==> config.mk <==
export PLATFORM = sky130hd
export DESIGN_NAME = svreal_alu_pipe
export DESIGN_NICKNAME = d
export VERILOG_FILES = /design/src/rtl/svreal_alu_pipe.sv
export SDC_FILE = /design/constraint.sdc
export NUM_CORES = 1
export LEC_CHECK = 0
export BUFFER_PORTS_ARGS = -buffer_cell sky130_fd_sc_hd__buf_2
export CORE_MARGIN = 5
export CORE_UTILIZATION = 58
export CTS_CLUSTER_DIAMETER = 200
export DETAILED_ROUTE_END_ITERATION = 16
export PLACE_DENSITY = 0.82
export SLEW_MARGIN = 30
export SYNTH_ARGS = -nofsm -noshare
export SYNTH_HDL_FRONTEND = slang
export SYNTH_SLANG_ARGS = --single-unit
==> constraint.sdc <==
create_clock -name clk -period 8.3 [get_ports clk]
set_clock_uncertainty 0.2 [all_clocks]
set_input_delay 1.66 -clock clk [delete_from_list [all_inputs] [get_ports clk]]
set_output_delay 1.66 -clock clk [all_outputs]
set_load 0.05 [all_outputs]
==> src/rtl/svreal_alu_pipe.sv <==
// svreal_alu_pipe: pipelined svreal fixed-point ALU with opcode select, saturation,
// multiply-accumulate and valid/ready flow control; the accumulator lives in the final stage.
module svreal_alu_pipe #(
  parameter int A_WIDTH   = 16,
  parameter int A_EXP     = -8,
  parameter int B_WIDTH   = 17,
  parameter int B_EXP     = -9,
  parameter int O_WIDTH   = 18,
  parameter int O_EXP     = -10,
  parameter int ACC_WIDTH = 32,
  parameter int PIPE      = 2
) (
  input  logic               clk,
  input  logic               rst_n,
  input  logic               in_valid,
  output logic               in_ready,
  input  logic [3:0]         op,
  input  logic [A_WIDTH-1:0] a,
  input  logic [B_WIDTH-1:0] b,
  input  logic               sel,
  output logic               out_valid,
  input  logic               out_ready,
  output logic [O_WIDTH-1:0] out,
  output logic [3:0]         cmp,
  output logic               sat,
  output logic               ovf
);
  localparam int PE = A_EXP + B_EXP;
  localparam int LA = A_EXP > O_EXP ? A_EXP - O_EXP : 0;
  localparam int RA = O_EXP > A_EXP ? O_EXP - A_EXP : 0;
  localparam int LB = B_EXP > O_EXP ? B_EXP - O_EXP : 0;
  localparam int RB = O_EXP > B_EXP ? O_EXP - B_EXP : 0;
  localparam int LP = PE > O_EXP ? PE - O_EXP : 0;
  localparam int RP = O_EXP > PE ? O_EXP - PE : 0;
  // wide enough that no aligned operand, product or accumulator sum can wrap
  localparam int W = A_WIDTH + B_WIDTH + ACC_WIDTH + LA + LB + LP + 2;
  localparam logic signed [W-1:0] OMAX = (W'(1) << (O_WIDTH - 1)) - W'(1);
  localparam logic signed [W-1:0] AMAX = (W'(1) << (ACC_WIDTH - 1)) - W'(1);
  localparam logic [3:0] OP_ADD = 4'd0, OP_SUB = 4'd1, OP_MUL = 4'd2, OP_MIN = 4'd3,
                         OP_MAX = 4'd4, OP_NEG = 4'd5, OP_MUX = 4'd6, OP_MAC = 4'd7,
                         OP_LDA = 4'd8, OP_CLR = 4'd9;

  typedef struct packed {
    logic                v;
    logic [3:0]          code;
    logic signed [W-1:0] aa;
    logic signed [W-1:0] pa;
    logic [O_WIDTH-1:0]  r;
    logic                s;
    logic [3:0]          cm;
  } rec_t;

  function automatic logic signed [W-1:0] clamp(input logic signed [W-1:0] x,
                                                input logic signed [W-1:0] m);
    return x > m ? m : x < ~m ? ~m : x;
  endfunction

  logic signed [W-1:0] aa, bb, pa, rw, rc;
  rec_t s0, fin;
  logic [PIPE-1:0] en;
  logic en_out;
  logic signed [ACC_WIDTH-1:0] acc;

  always_comb begin
    aa = (W'(signed'(a)) <<< LA) >>> RA;
    bb = (W'(signed'(b)) <<< LB) >>> RB;
    pa = ((W'(signed'(a)) * W'(signed'(b))) <<< LP) >>> RP;
    rw = '0;
    case (op)
      OP_ADD: rw = aa + bb;
      OP_SUB: rw = aa - bb;
      OP_MUL: rw = pa;
      OP_MIN: rw = aa < bb ? aa : bb;
      OP_MAX: rw = aa > bb ? aa : bb;
      OP_NEG: rw = -aa;
      OP_MUX: rw = sel ? aa : bb;
      default: ;
    endcase
    rc = clamp(rw, OMAX);
  end

  assign s0 = '{v: in_valid, code: op, aa: aa, pa: pa, r: rc[O_WIDTH-1:0], s: rc != rw,
                cm: {aa < bb, aa <= bb, aa > bb, aa >= bb}};

  assign en_out = !out_valid || out_ready;
  assign en[PIPE-1] = en_out;
  assign in_ready = en[0];

  generate
    if (PIPE == 1) begin : g_p1
      assign fin = s0;
    end else begin : g_pn
      rec_t sr [PIPE-1];
      logic [PIPE-2:0] bub;
      // a stage may load whenever any stage from it downward holds a bubble
      for (genvar k = 0; k < PIPE - 1; k++) begin : g_s
        rec_t d;
        if (k == 0) begin : g_f
          assign d = s0;
        end else begin : g_n
          assign d = sr[k-1];
        end
        assign bub[k] = !sr[k].v;
        assign en[k] = en_out | (|bub[PIPE-2:k]);
        always_ff @(posedge clk or negedge rst_n)
          if (!rst_n) sr[k] <= '0;
          else if (en[k]) sr[k] <= d;
      end
      assign fin = sr[PIPE-2];
    end
  endgenerate

  logic signed [W-1:0] nraw, nacc, ores;
  logic is_acc, is_clr, sat_n;
  logic [O_WIDTH-1:0] out_n;

  always_comb begin
    is_acc = fin.code == OP_MAC || fin.code == OP_LDA;
    is_clr = fin.code == OP_CLR;
    nraw = fin.code == OP_MAC ? W'(acc) + fin.pa : fin.aa;
    nacc = clamp(nraw, AMAX);
    ores = clamp(nacc, OMAX);
    out_n = is_acc ? ores[O_WIDTH-1:0] : is_clr ? '0 : fin.r;
    sat_n = is_acc ? (nacc != nraw || ores != nacc) : !is_clr && fin.s;
  end

  always_ff @(posedge clk or negedge rst_n)
    if (!rst_n) begin
      out_valid <= 1'b0;
      out <= '0;
      cmp <= '0;
      sat <= 1'b0;
      ovf <= 1'b0;
      acc <= '0;
    end else if (en_out) begin
      out_valid <= fin.v;
      if (fin.v) begin
        out <= out_n;
        cmp <= fin.cm;
        sat <= sat_n;
        ovf <= !is_clr && (ovf || sat_n);
        acc <= is_acc ? nacc[ACC_WIDTH-1:0] : is_clr ? '0 : acc;
      end
    end
endmodule

==> flow_summary.json <==
{
  "synthCells": 2714,
  "worstPathBufferInverterCount": 7,
  "netlist-cell-type-count": 102,
  "rr_worst_depth": 17,
  "timing.critical_path.slowest_cell_delay_ns": 0.55,
  "floorplan.die_area_sq_mm": 0.0421,
  "buffer_ports.inserted": 67,
  "run_status": "finished, violations left",
  "layout_min_cycle_time_ns": 8.43,
  "synth-xor-area-share_pct": 2.81,
  "worst_slew_margin_rel_pct": 32.0,
  "cts_sinks": 127,
  "timing.rr.start": "fin[23]$_DFFE_PN0P_",
  "most_frequent_standard_cell_in_the_layout_excluding_fill_and_tap_cells": "nand2_1",
  "r2r_setup_slack_ns": 2.26,
  "die_w_microns": 205,
  "ant_nets": 0,
  "unrepaired_setup_endpoints_after_global_routing": "yes",
  "synthArstFlopShare_pct": 100,
  "grt_max_degree": 71,
  "setup.worst_path.class": "input pin to flip-flop",
  "cap_violations": 0,
  "synth_top_family_by_area": "adder cells",
  "critical_path.endpoint_type": "flip-flop",
  "timing.critical_path.required_ns": 8.41,
  "avgViaCountPerCell": 6.17,
  "layout.filler_cells": 2821,
  "longest_clk_path_bufs": 2,
  "portion_of_the_clock_cycle_consumed_by_the_worst_path_in_the_final_layout_pct": 102,
  "final_max_slew_viol_count": 0,
  "cts_inserted_buffers": 17,
  "rd_place_congestion": 0.977,
  "synth_enable_flop_cells": 0,
  "worst_slew_pin_slew_ns": 1.01,
  "setup_tns_ns": -1.54,
  "critPathMostFrequentCell": "fa_1",
  "post_synthesis_net_count": 3200,
  "initial_core_utilization_pct": 58.7,
  "drtPass1Iterations": 5,
  "drt_first_iter_violations": 2522,
  "fmaxAchievable_ghz": 0.119,
  "post_synth_and_or_nand_nor_area_fraction_pct": 20.8,
  "syn2layout_area_growth_pct": 20.1,
  "worst_hold_path_type": "flip-flop to flip-flop",
  "timing.hold.ws_ns": 0.279,
  "cts_tree": "built",
  "r2r-end": "ovf$_DFFE_PN0P_",
  "floorplan.rows": 71,
  "core_area_sq_mm": 0.0377,
  "clkLatencyLatePin_ns": 0.44,
  "cts.htree.levels": 4,
  "hpwlAfterDp_microns": 59900,
  "final_cell_mix": "nand2_1 (407), inv_1 (365), buf_4 (274)",
  "via_count": 21600,
  "grt_pass1_vias": 22100,
  "synth_seq_cells": 127,
  "hold_viol_final": 0,
  "drt_drc_violations_left": 0,
  "final_critical_path_setup_slack_ns": -0.130,
  "global_route.overflow_total": 0,
  "timing.critical_path.max_delay_family": "adder cells",
  "hold_buffers": 0,
  "grt_antenna_before_repair": 2,
  "synthAdderAreaFrac_pct": 34.6,
  "routedWlPerCell_microns": 22.0,
  "critical-path-slowest-cell": "fa_1",
  "finalSetupViolations": 18,
  "yosys-mux-area-fraction_pct": 0.996,
  "hp-start": "cmp[3]$_DFFE_PN0P_",
  "layout-drive-gt1-share_pct": 20.1,
  "failed_checks": "setup timing",
  "wl_microns": 76900,
  "synth_compound_gate_area_share_pct": 17.1,
  "worst_endpoint_data_arrival_time_ns": 8.54,
  "cts_root_buffer": "clkbuf_16",
  "die_h_microns": 205,
  "worst_hold_path_endpoint": "cmp[3]$_DFFE_PN0P_",
  "count_of_nets_after_finishing": 3453,
  "worstHoldPathCells": 2,
  "synth-seq-area-share_pct": 14.4,
  "synth_ff_type": "dfrtp_1",
  "yosysWarnings": 0,
  "synthesis.area_sq_mm": 0.0221,
  "grt_pass1_wl_microns": 118000,
  "critPathMaxFanout": 11,
  "worstSetupStartpointType": "input pin",
  "cts.clk_slew.worst_paths_ns": 0.07,
  "io_pins": 68,
  "postSynthAreaPerCell_sq_um": 8.15,
  "track_usage_pct": 35.5
}
==> per-stage QoR <==
| stage | utilization, % | setup slack [ns] | instance area [sq um] | instances |
|---|---|---|---|---|
| floorplan | - | -0.120 | 22800 | 2714 |
| global placement | 66.3 | -0.570 | 25000 | 3423 |
| detailed placement | 66.4 | -0.737 | 25000 | 3423 |
| CTS | 68.4 | -0.0541 | 25800 | 3465 |
| global route | 70.5 | -0.299 | 26600 | 3491 |
| finish | 70.5 | -0.130 | 26600 | 3492 |
==> worst register-to-register path, cell delays in order, from the launching register on <==
cell and delay, ns:
dfrtp_1 0.40, ha_1 0.25, fa_1 0.43, a211oi_1 0.35, o21ai_2 0.15, a31oi_1 0.25, xnor2_1 0.23, a31oi_1 0.13
or4_1 0.53, nor4b_1 0.68, nand2_1 0.19, or2_2 0.31, nand2_1 0.09, ha_1 0.28, or3_1 0.44, o31ai_4 0.67
a31o_2 0.29, nand3_1 0.07
==> cell type report <==
cell class	instances	area [sq um]	share of cell area (%)
clock buffers	17	425	1.60
well taps	511	639	2.41
inverters	395	1480	5.59
diodes	1	2.50	0.00942
flip-flops and latches	127	3180	12.0
repair buffers	375	3120	11.8
multi-input cells	2051	17500	66.0
clock inverters	15	179	0.674
==> routing by layer <==
layer	share of wire [%]	track usage, %	vias up
met5	0.013	0	-
met4	5.6	16.2	2
met2	48	59.6	1198
li1	-	-	9524
met1	38	45.8	10500
met3	8.6	5.03	320
==> timing repair <==
item	4_1_cts	5_1_grt
setup endpoints to repair	19	19
gates cloned	0	7
setup buffers	10	19
pin swaps	7	107
resized for setup	28	155
==> worst max path at each step <==
stage / start / end / slack [ns] / depth (start not counted)
after detailed placement: a[8] / fin[16]$_DFFE_PN0P_ / -0.74 / 27
after global placement: a[4] / fin[4]$_DFFE_PN0P_ / -0.57 / 27
after floorplan: a[6] / fin[21]$_DFFE_PN0P_ / -0.12 / 27
final: b[5] / fin[11]$_DFFE_PN0P_ / -0.13 / 26
after global routing: b[2] / fin[11]$_DFFE_PN0P_ / -0.30 / 28
after CTS: a[6] / fin[13]$_DFFE_PN0P_ / -0.05 / 28
==> state kept, by name, summed over array words and instances, names as in the netlist <==
signal	count
fin	70
cmp	4
acc	32
out_valid	1
out	18
ovf	1
sat	1
==> kinds of logic after synthesis <==
kind of cell | count (synthesis)
AOI/OAI and AO/OA | 554
adders and majority gates | 444
xor gates and xnor gates | 71
and+or+nand+nor | 961
muxes | 21
DFF | 127
buffers and inverters | 536
==> Yosys cell counts (12+ instances only) <==
master	n	area, sq um
a211oi_1	17	128
fa_1	278	5570
nand3_1	35	175
ha_1	166	2080
and2_1	111	694
dfrtp_1	127	3180
o21ai_0	122	611
xor2_1	19	166
xnor2_1	52	455
nand2_1	419	1570
nor2b_1	17	106
a31oi_1	15	93.8
a221oi_1	12	105
o31ai_1	14	105
nand2b_1	13	81.3
nand4_1	31	194
mux2i_1	16	160
o21bai_1	13	97.6
o211ai_1	18	135
buf_2	15	75.1
a21oi_1	147	736
o21a_1	15	113
nor2_1	176	661
nor3_1	53	265
o22a_1	18	158
inv_1	394	1480
a21o_1	30	225
and3_1	20	125
a22o_1	16	140
clkbuf_1	114	428
Power is left out: the tool's default activity adds up to more than one toggle a clock period on the data nets, which glitch-free logic cannot reach.
